[config.mk]
export PLATFORM = sky130hd
export DESIGN_NAME = psum_accumulator
export DESIGN_NICKNAME = d
export VERILOG_FILES = /design/src/rtl/psum_pkg.sv /design/src/rtl/psum_fifo2.sv /design/src/rtl/psum_accumulator.sv
export SDC_FILE = /design/constraint.sdc
export NUM_CORES = 1
export LEC_CHECK = 0
export ABC_AREA = 1
export BUFFER_PORTS_ARGS = -buffer_cell sky130_fd_sc_hd__buf_2
export CAP_MARGIN = 40
export CORE_ASPECT_RATIO = 1.4
export CORE_MARGIN = 8
export CORE_UTILIZATION = 32
export DETAILED_ROUTE_END_ITERATION = 10
export MAX_ROUTING_LAYER = met4
export PLACE_DENSITY = 0.53
export SLEW_MARGIN = 25
export SYNTH_ARGS = -nofsm -noshare
export SYNTH_HDL_FRONTEND = slang
export SYNTH_SLANG_ARGS = --single-unit
export TNS_END_PERCENT = 10
[constraint.sdc]
create_clock -name clk -period 4.4 [get_ports clk]
set_input_delay 1.1 -clock clk [delete_from_list [all_inputs] [get_ports clk]]
set_output_delay 1.1 -clock clk [all_outputs]
set_load 0.005 [all_outputs]
[src/rtl/psum_pkg.sv]
// +----------------------------------------------------------------------------+
// | Module   : psum_pkg                                                         |
// | Purpose  : Shared types and constants for the partial-sum accumulator.      |
// | Revision : 1.0                                                              |
// +----------------------------------------------------------------------------+
`default_nettype none

package psum_pkg;

    localparam int ACC_W_DEF = 24;
    localparam int CNT_W_DEF = 8;

    typedef struct packed {
        logic signed [ACC_W_DEF-1:0] data;
        logic        [CNT_W_DEF-1:0] terms;
        logic                        sat;
    } psum_res_t;

    typedef enum logic [0:0] {
        ST_IDLE  = 1'b0,
        ST_ACCUM = 1'b1
    } acc_state_t;

    typedef enum logic [1:0] {
        FIFO_EMPTY = 2'd0,
        FIFO_ONE   = 2'd1,
        FIFO_TWO   = 2'd2
    } fifo_state_t;

    // Two's-complement limits of a w-bit signed value, returned in 32 bits.
    function automatic logic [31:0] SAT_MAX(input int w);
        return (32'd1 << (w - 1)) - 32'd1;
    endfunction

    function automatic logic [31:0] SAT_MIN(input int w);
        return ~SAT_MAX(w);
    endfunction

endpackage

`default_nettype wire

[src/rtl/psum_fifo2.sv]
// +----------------------------------------------------------------------------+
// | Module   : psum_fifo2                                                       |
// | Purpose  : Two-entry valid/ready result buffer; pushes into a full buffer   |
// |            without a simultaneous pop are discarded.                        |
// | Revision : 1.0                                                              |
// +----------------------------------------------------------------------------+
`default_nettype none

module psum_fifo2
    import psum_pkg::*;
#(
    parameter type T = psum_res_t
)(
    input  logic clk,
    input  logic rstn,
    input  logic i_push,
    input  T     i_data,
    output logic o_full,
    output logic o_valid,
    input  logic i_ready,
    output T     o_data
);

    fifo_state_t r_state;
    T            r_head;
    T            r_tail;
    logic        w_pop;

    assign w_pop   = (r_state != FIFO_EMPTY) && i_ready;
    assign o_full  = (r_state == FIFO_TWO);
    assign o_valid = (r_state != FIFO_EMPTY);
    assign o_data  = r_head;

    // Head is always the oldest entry; a pop shifts the tail forward.
    always_ff @(posedge clk or negedge rstn) begin
        if (!rstn) begin
            r_state <= FIFO_EMPTY;
            r_head  <= '0;
            r_tail  <= '0;
        end else begin
            case (r_state)
                FIFO_EMPTY: begin
                    if (i_push) begin
                        r_head  <= i_data;
                        r_state <= FIFO_ONE;
                    end
                end
                FIFO_ONE: begin
                    if (w_pop && i_push) begin
                        r_head <= i_data;
                    end else if (w_pop) begin
                        r_state <= FIFO_EMPTY;
                    end else if (i_push) begin
                        r_tail  <= i_data;
                        r_state <= FIFO_TWO;
                    end
                end
                FIFO_TWO: begin
                    if (w_pop) begin
                        r_head <= r_tail;
                        if (i_push) begin
                            r_tail <= i_data;
                        end else begin
                            r_state <= FIFO_ONE;
                        end
                    end
                end
                default: r_state <= FIFO_EMPTY;
            endcase
        end
    end

endmodule

`default_nettype wire

[src/rtl/psum_accumulator.sv]
// +----------------------------------------------------------------------------+
// | Module   : psum_accumulator                                                 |
// | Purpose  : Saturating partial-sum accumulator for MAC products with a       |
// |            two-entry output buffer. Define PSUM_RELU_EN to clamp negative   |
// |            results to zero at push time.                                    |
// | Revision : 1.0                                                              |
// +----------------------------------------------------------------------------+
`default_nettype none

module psum_accumulator
    import psum_pkg::*;
#(
    parameter int ACC_W = ACC_W_DEF,
    parameter int CNT_W = CNT_W_DEF
)(
    input  logic                    clk,
    input  logic                    rstn,
    input  logic                    prod_valid,
    input  logic signed [15:0]      prod,
    input  logic                    prod_last,
    input  logic                    acc_clr,
    output logic                    psum_valid,
    input  logic                    psum_ready,
    output logic signed [ACC_W-1:0] psum_data,
    output logic [CNT_W-1:0]        psum_terms,
    output logic                    psum_sat,
    output logic                    ovf_err,
    input  logic                    err_clr
);

    typedef struct packed {
        logic signed [ACC_W-1:0] data;
        logic        [CNT_W-1:0] terms;
        logic                    sat;
    } res_t;

    localparam logic [31:0]             c_MAX32   = SAT_MAX(ACC_W);
    localparam logic [31:0]             c_MIN32   = SAT_MIN(ACC_W);
    localparam logic signed [ACC_W-1:0] c_SAT_MAX = c_MAX32[ACC_W-1:0];
    localparam logic signed [ACC_W-1:0] c_SAT_MIN = c_MIN32[ACC_W-1:0];
    localparam logic [CNT_W-1:0]        c_ONE     = {{(CNT_W-1){1'b0}}, 1'b1};

    acc_state_t              r_state;
    logic signed [ACC_W-1:0] r_acc;
    logic [CNT_W-1:0]        r_terms;
    logic                    r_sat;
    logic                    r_ovf_err;

    logic                    w_fresh;
    logic signed [ACC_W-1:0] w_base;
    logic [CNT_W-1:0]        w_base_terms;
    logic                    w_base_sat;
    logic [ACC_W:0]          w_wide;
    logic                    w_ovf;
    logic signed [ACC_W-1:0] w_sum;
    logic [CNT_W-1:0]        w_terms;
    logic                    w_sat;
    logic                    w_push;
    logic                    w_full;
    logic                    w_drop;
    res_t                    w_push_res;
    res_t                    w_head;

    // A fresh sum starts from zero when idle or when the old sum is discarded.
    assign w_fresh = (r_state == ST_IDLE) || acc_clr;

    always_comb begin
        w_base       = w_fresh ? '0 : r_acc;
        w_base_terms = w_fresh ? '0 : r_terms;
        w_base_sat   = w_fresh ? 1'b0 : r_sat;
        w_wide       = {w_base[ACC_W-1], w_base} + {{(ACC_W-15){prod[15]}}, prod};
        w_ovf        = w_wide[ACC_W] ^ w_wide[ACC_W-1];
        if (!w_ovf) begin
            w_sum = w_wide[ACC_W-1:0];
        end else if (w_wide[ACC_W]) begin
            w_sum = c_SAT_MIN;
        end else begin
            w_sum = c_SAT_MAX;
        end
        w_sat   = w_base_sat || w_ovf;
        w_terms = (&w_base_terms) ? w_base_terms : (w_base_terms + c_ONE);
    end

    always_comb begin
        w_push_res.terms = w_terms;
        w_push_res.sat   = w_sat;
`ifdef PSUM_RELU_EN
        w_push_res.data  = w_sum[ACC_W-1] ? '0 : w_sum;
`else
        w_push_res.data  = w_sum;
`endif
    end

    assign w_push = prod_valid && prod_last;
    assign w_drop = w_push && w_full && !(psum_valid && psum_ready);

    always_ff @(posedge clk or negedge rstn) begin
        if (!rstn) begin
            r_state <= ST_IDLE;
            r_acc   <= '0;
            r_terms <= '0;
            r_sat   <= 1'b0;
        end else if (prod_valid && !prod_last) begin
            r_state <= ST_ACCUM;
            r_acc   <= w_sum;
            r_terms <= w_terms;
            r_sat   <= w_sat;
        end else if (prod_valid || acc_clr) begin
            r_state <= ST_IDLE;
            r_acc   <= '0;
            r_terms <= '0;
            r_sat   <= 1'b0;
        end
    end

    // A drop in the same cycle as err_clr wins so no overflow goes unreported.
    always_ff @(posedge clk or negedge rstn) begin
        if (!rstn) begin
            r_ovf_err <= 1'b0;
        end else if (w_drop) begin
            r_ovf_err <= 1'b1;
        end else if (err_clr) begin
            r_ovf_err <= 1'b0;
        end
    end

    psum_fifo2 #(
        .T       (res_t)
    ) u_fifo (
        .clk     (clk),
        .rstn    (rstn),
        .i_push  (w_push),
        .i_data  (w_push_res),
        .o_full  (w_full),
        .o_valid (psum_valid),
        .i_ready (psum_ready),
        .o_data  (w_head)
    );

    assign psum_data  = w_head.data;
    assign psum_terms = w_head.terms;
    assign psum_sat   = w_head.sat;
    assign ovf_err    = r_ovf_err;

endmodule

`default_nettype wire

==> impl_metrics.toml, run 1 <==
[clock_network]
cts_tree = "yes"
post_cts_buffers = 0
root_buffer = "clkbuf_16"
clk_pin_slew_ns = 0.08
hold_buffers = 0
insertion_delay_ns = 0.35
cts_resized = 0
cts.sinks = 103
cts_made_buffers = 9
htree_levels = 3
cts.path.max_buffers = 2

[cells_and_area]
n_fill_cell = 2150
drive_above_1_share = 0.1065
syn_to_final_growth_pct = 13.76
antennaDiodeCount = 0
final_nets = 1039

[logic_synthesis]
netlist_area_mm2 = 0.006512
syn_inst = 942
synth-compound-area-share = 0.1291
synth_top_area_frac = 0.3958
synthXorXnorAreaFrac = 0.02421
synth_ff_type = "dfrtp_1"
synth_fp_nets = 991
syn_avg_cell_area_um2 = 6.913
yosys-top-cells-count = "nand2_1, inv_1, dfrtp_1"
synth_edf_count = 0
synthSimpleGateAreaFrac = 0.2989
synth_top_area_cell = "dfrtp_1"
synth_adder_area_share = 0.05110
ys_top_cells_by_area = "dfrtp_1, nand2_1, inv_1"
synth_top_family_by_area = "simple AND/OR/NAND/NOR gates"
post-synth-top-count-cell = "nand2_1"
synth_seq_cells = 103
yosysWarnings = 0
ys_types = 36
ys_async_sr_fraction = 1.000
seq_area_frac_synth = 0.3958
synth_mux_area_frac = 0

[place]
hpwl_um = 14180
gp_congestion = 0.8991
port_buffers = 57

[critical_path]
r2r_slack_ns = 1.17
cp.arrival_ns = 3.96
rr_startpoint = "r_state$_DFFE_PN0P_"
required_ns = 4.66
endpoint_kind = "flop"
ff2ff_path_depth = 19
start_kind = "input pin"
rr_endpoint = "r_acc[2]$_DFFE_PN0P_"
crit_type = "in -> reg"
path_max_fanout = 27

[floorplan]
boundaryPins = 58
fp.coreArea_mm2 = 0.01992
initial_core_util = 0.3269
fp.dieH_um = 184.8
dieWidth_um = 136.6
row_count = 61
die-area_mm2 = 0.02524

[outcome]
status = "finished, final reports clean"

[timing]
rsz0062_at_grt = "no"
whs_ns = 0.4721
relSlewSlack = 0.5642
fin_crit_sh = 0.8421
fmax_mhz = 269.9
report.final.setup_viol = 0
worst_slew_pin_slew_ns = 0.6513
slew_viol_final = 0
skew_ns = 0.01543
finalHoldViolations = 0
period_needed_ns = 3.705
tns_ns = 0

[global_routing]
grt_max_degree = 49
grt_pass1_wl_um = 31770
grt.total_usage = 0.1623
grt-ovfl-total = 0
grt_pass1_vias = 6045
antenna_found_initial = 0

[drt]
wl_um = 19020
initialDrtViolationCount = 393
viasPerCell = 4.831
drc = 0
vias = 6024
drtPass1Iterations = 5
wl_per_cell_um = 15.26
antenna_left = 0

[flow_run]
drv_cap = 0

[min_path]
hp-class = "reg -> reg"
whs_path_depth = 2
min-delay-start = "u_fifo.o_data[13]$_DFFE_PN0P_"
hold_end = "u_fifo.o_data[13]$_DFFE_PN0P_"

[pwr]
combPwrFrac = 0.319
seqPwrFrac = 0.424
p_clk_frac = 0.257
power_switching_uw = 1153
swShare = 0.3565
power_density_mw_per_mm2 = 436.7
peakVddDrop_mv = 0.2029
power.internal_uw = 2082
p_leak_uw = 0.003958
==> layer usage <==
layer,up-vias,share of wire,GRT usage
met5,-,0,-
met1,2803,0.46,0.2032
met3,26,0.035,0.01708
li1,3080,-,-
met2,115,0.49,0.2678
met4,0,0.022,0.05333
==> flip-flops by register name (all words and copies together) (netlist names) <==
signal / count
ovf_err: 1
r_acc: 24
r_sat: 1
r_state: 1
r_terms: 8
u_fifo.o_data: 33
u_fifo.r_state: 2
u_fifo.r_tail: 33
==> layout by cell type, fill, tap and decap left out, types with 2 or more instances in the layout <==
cell / Yosys / routed
inv_6: 0 / 3
nand2_2: 4 / 5
inv_1: 128 / 128
buf_4: 0 / 14
nand3_2: 2 / 2
o21ai_1: 22 / 22
nand2_1: 307 / 306
ha_1: 25 / 25
or2_2: 2 / 2
a31oi_1: 5 / 5
clkbuf_16: 0 / 9
nand3_1: 57 / 57
nor2_1: 69 / 68
xnor2_1: 7 / 7
nor2_2: 3 / 3
nor2_4: 1 / 2
nand4_1: 14 / 14
dfrtp_1: 103 / 103
nor3_1: 7 / 7
o21ai_0: 60 / 60
o21bai_1: 6 / 6
buf_2: 3 / 56
xor2_1: 11 / 11
a21oi_1: 62 / 62
==> power groups by stage <==
stage	Sequential (µW)	Combinational [µW]	Clock, µW
global placement	1380	1040	0
floorplan	1390	647	0
detailed placement	1390	1040	0
finish	1370	1030	833
CTS	1370	1050	855
global route	1410	1190	895
==> logic make-up after synthesis <==
kind of cell | count (synthesis)
AOI/OAI and AO/OA | 160
buffers and inverters | 164
DFF | 103
and+or+nand+nor | 471
adders and majority gates | 26
xor gates and xnor gates | 18
==> worst max-delay path by stage <==
stage / start / endpoint / slack (ns) / depth (start not counted)
6_report: acc_clr / r_acc[2]$_DFFE_PN0P_ / 0.69 / 19
5_1_grt: acc_clr / r_acc[2]$_DFFE_PN0P_ / 0.37 / 19
2_1_floorplan: acc_clr / u_fifo.o_data[24]$_DFFE_PN0P_ / 0.84 / 19
4_1_cts: acc_clr / r_acc[22]$_DFFE_PN0P_ / 0.65 / 19
3_5_place_dp: acc_clr / r_acc[22]$_DFFE_PN0P_ / 0.28 / 19
3_3_place_gp: acc_clr / r_acc[2]$_DFFE_PN0P_ / 0.29 / 19
==> area by class of cell <==
class,instances,area [µm²],area share
clock buffer,9,225.2,0.03040
clock inverter,7,77.57,0.01047
inverter,129,484.2,0.06536
multi-input combinational,675,3296,0.4449
sequential,103,2577,0.3479
tap,252,315.3,0.04256
timing repair buffer,72,432.9,0.05844
==> worst max-delay path, cell delays in order <==
cell	delay (ns)
buf_2	0.11
nor2_2	0.17
inv_1	0.17
buf_4	0.23
nor2_1	0.12
ha_1	0.29
nand2_1	0.16
inv_1	0.08
nand2_1	0.07
nand2_1	0.06
a21oi_1	0.32
nand3_2	0.13
nand2_1	0.07
nand2_1	0.10
nand2_4	0.30
nand3_1	0.21
nand2_1	0.13
nand2_1	0.05
o21ai_0	0.08
==> per-stage QoR <==
stage	cell area (µm²)	setup WS [ns]	util	total power, µW	instances
6_report	7408	0.6950	0.3719	3235	1247
5_1_grt	7408	0.3714	0.3719	3490	1247
4_1_cts	7381	0.6510	0.3705	3280	1246
3_5_place_dp	7078	0.2793	0.3553	2434	1230
3_3_place_gp	7076	0.2914	0.3552	2419	1230
2_1_floorplan	6513	0.8448	-	2033	942
(Power assumes the default switching activity.)
==> run 2: changes to the inputs <==
Settings changed: PLACE_DENSITY 0.53 to 0.55.
Clock period 4.4 ns to 3.09 ns, I/O delays scaled along.
==> run 2 against run 1 <==
Effect of this change: via count rose by 6.1%; largest power group unchanged; largest cell class unchanged; combinational power up 57%; register-to-register slack got worse by 0.94 ns; wire length increased by 4.6%.
==> impl_metrics.toml, run 2 (synthesis gave the netlist of run 1 again) <==
[critical_path]
required_ns = 3.33
path_max_fanout = 8
slowest_delay_ns = 0.28
critPathSlowestCell = "ha_1"
cp.arrival_ns = 3.19
path_buf_inv = 5
endpoint_kind = "flop"
crit_type = "in -> reg"
rr_startpoint = "r_state$_DFFE_PN0P_"
crit_family = "simple AND/OR/NAND/NOR gates"
startpoint = "acc_clr"
start_kind = "input pin"
path_common_cell = "nand2_1"
crit_chain = "buf_2 -> nor2_4 -> inv_4 -> buf_6 -> nor2_1 -> ha_1 -> nand2_1 -> inv_1 -> a21oi_1 -> nand2_1 -> nand2_1 -> nand4_1 -> nand2_4 -> nand2_8 -> buf_4 -> nand2_1 -> nand3_1 -> nand2_1 -> nand2_1"

[cells_and_area]
drive_above_1_share = 0.2174
layout_commonest_cell = "nand2_1"
n_fill_cell = 2052
final_nets = 1139
finalNonFillerCells = 1347
post-route-util = 0.4213
ff_latch_area_mm2 = 0.002577
multi_input_area_mm2 = 0.003487
mostFrequentLayoutCells = "nand2_1, inv_1, buf_4, dfrtp_1, nor2_1"
syn_to_final_growth_pct = 28.88
antennaDiodeCount = 0

[drt]
drtPass1Iterations = 5
initialDrtViolationCount = 464
viasPerCell = 4.747
antenna_left = 0
wl_um = 19900
drc = 0
vias = 6394
wl_per_cell_um = 14.77

[pwr]
p_total_uw = 4680
power_density_mw_per_mm2 = 557.6
peakVddDrop_mv = 0.2785
p_leak_uw = 0.004473

[timing]
worst_slew_pin_slew_ns = 0.5697
slew_viol_final = 0
report.final.setup_viol = 0
fin_crit_sh = 0.9572
relSlewSlack = 0.6176
fmax_mhz = 338.1
finalHoldViolations = 0
period_needed_ns = 2.958
skew_ns = 0.01072

[clock_network]
root_buffer = "clkbuf_16"
insertion_delay_ns = 0.35
hold_buffers = 0
cts.sinks = 103
cts.path.max_buffers = 2
cts_tree = "yes"
clk_pin_slew_ns = 0.08
htree_levels = 3
cts_made_buffers = 9

[place]
hpwl_um = 14510
port_buffers = 57
gp_congestion = 0.9425
dp.cells = 1322

[global_routing]
grt_max_degree = 64
grt_pass1_vias = 6397
grt.total_usage = 0.1614
grt_pass1_wl_um = 31790
antenna_found_initial = 0
grt-ovfl-total = 0

[floorplan]
fp.coreArea_mm2 = 0.01992
dieWidth_um = 136.6
fp.dieH_um = 184.8
row_count = 61
initial_core_util = 0.3269
boundaryPins = 58
die-area_mm2 = 0.02524

[min_path]
hp-class = "in -> async"

[flow_run]
drv_cap = 0

[outcome]
status = "finished, final reports clean"
==> run 2: through the flow <==
stage | hold WS, ns | setup slack (ns) | instance area, µm² | TNS [ns]
floorplan | 0.4479 | 0.0009266 | 6525 | 0
global placement | 0.4595 | -0.3465 | 7819 | -17.31
detailed placement | 0.4610 | -0.3709 | 7819 | -20.24
CTS | 0.3764 | 0.04560 | 8120 | 0
global route | 0.3948 | -0.03227 | 8393 | -0.1526
finish | 0.3698 | 0.1322 | 8393 | 0
==> run 2: timing repair <==
item / in CTS / in global routing
setup buffers: 0 / 4
cloned: 0 / 5
pin swaps: 0 / 13
resized for setup: 1 / 39
setup endpoints to repair: 2 / 72
==> run 2: final cells by class <==
class,instances,share of cell area
sequential,103,0.3071
clock buffer,9,0.02683
timing repair buffer,169,0.1470
clock inverter,7,0.008050
multi-input combinational,678,0.4155
inverter,129,0.05799
tap,252,0.03757
==> run 2: power by group <==
group	internal, µW	switching, µW
clock	564	552
sequential	1780	171
combinational	654	963
==> run 2: final timing paths <==
check	end	slack, ns	cells after the start
min in group clk	u_fifo.o_data[23]$_DFFE_PN0P_	0.47	2
worst min-delay path	u_fifo.r_tail[17]$_DFFE_PN0P_	0.37	1
worst min register to register	u_fifo.o_data[23]$_DFFE_PN0P_	0.47	2
worst max-delay path	u_fifo.o_data[10]$_DFFE_PN0P_	0.13	19
worst max register to register	u_fifo.o_data[10]$_DFFE_PN0P_	0.23	19
max in group asynchronous	u_fifo.r_tail[5]$_DFFE_PN0P_	1.98	2
==> run 2: routing by layer <==
layer,routed length [µm],global-route usage,share of wire,vias up
met5,0,-,0,-
met3,632,0.01600,0.032,26
met1,8910,0.1953,0.45,2966
met4,500,0.05509,0.025,0
li1,-,-,-,3286
met2,9856,0.2741,0.50,116
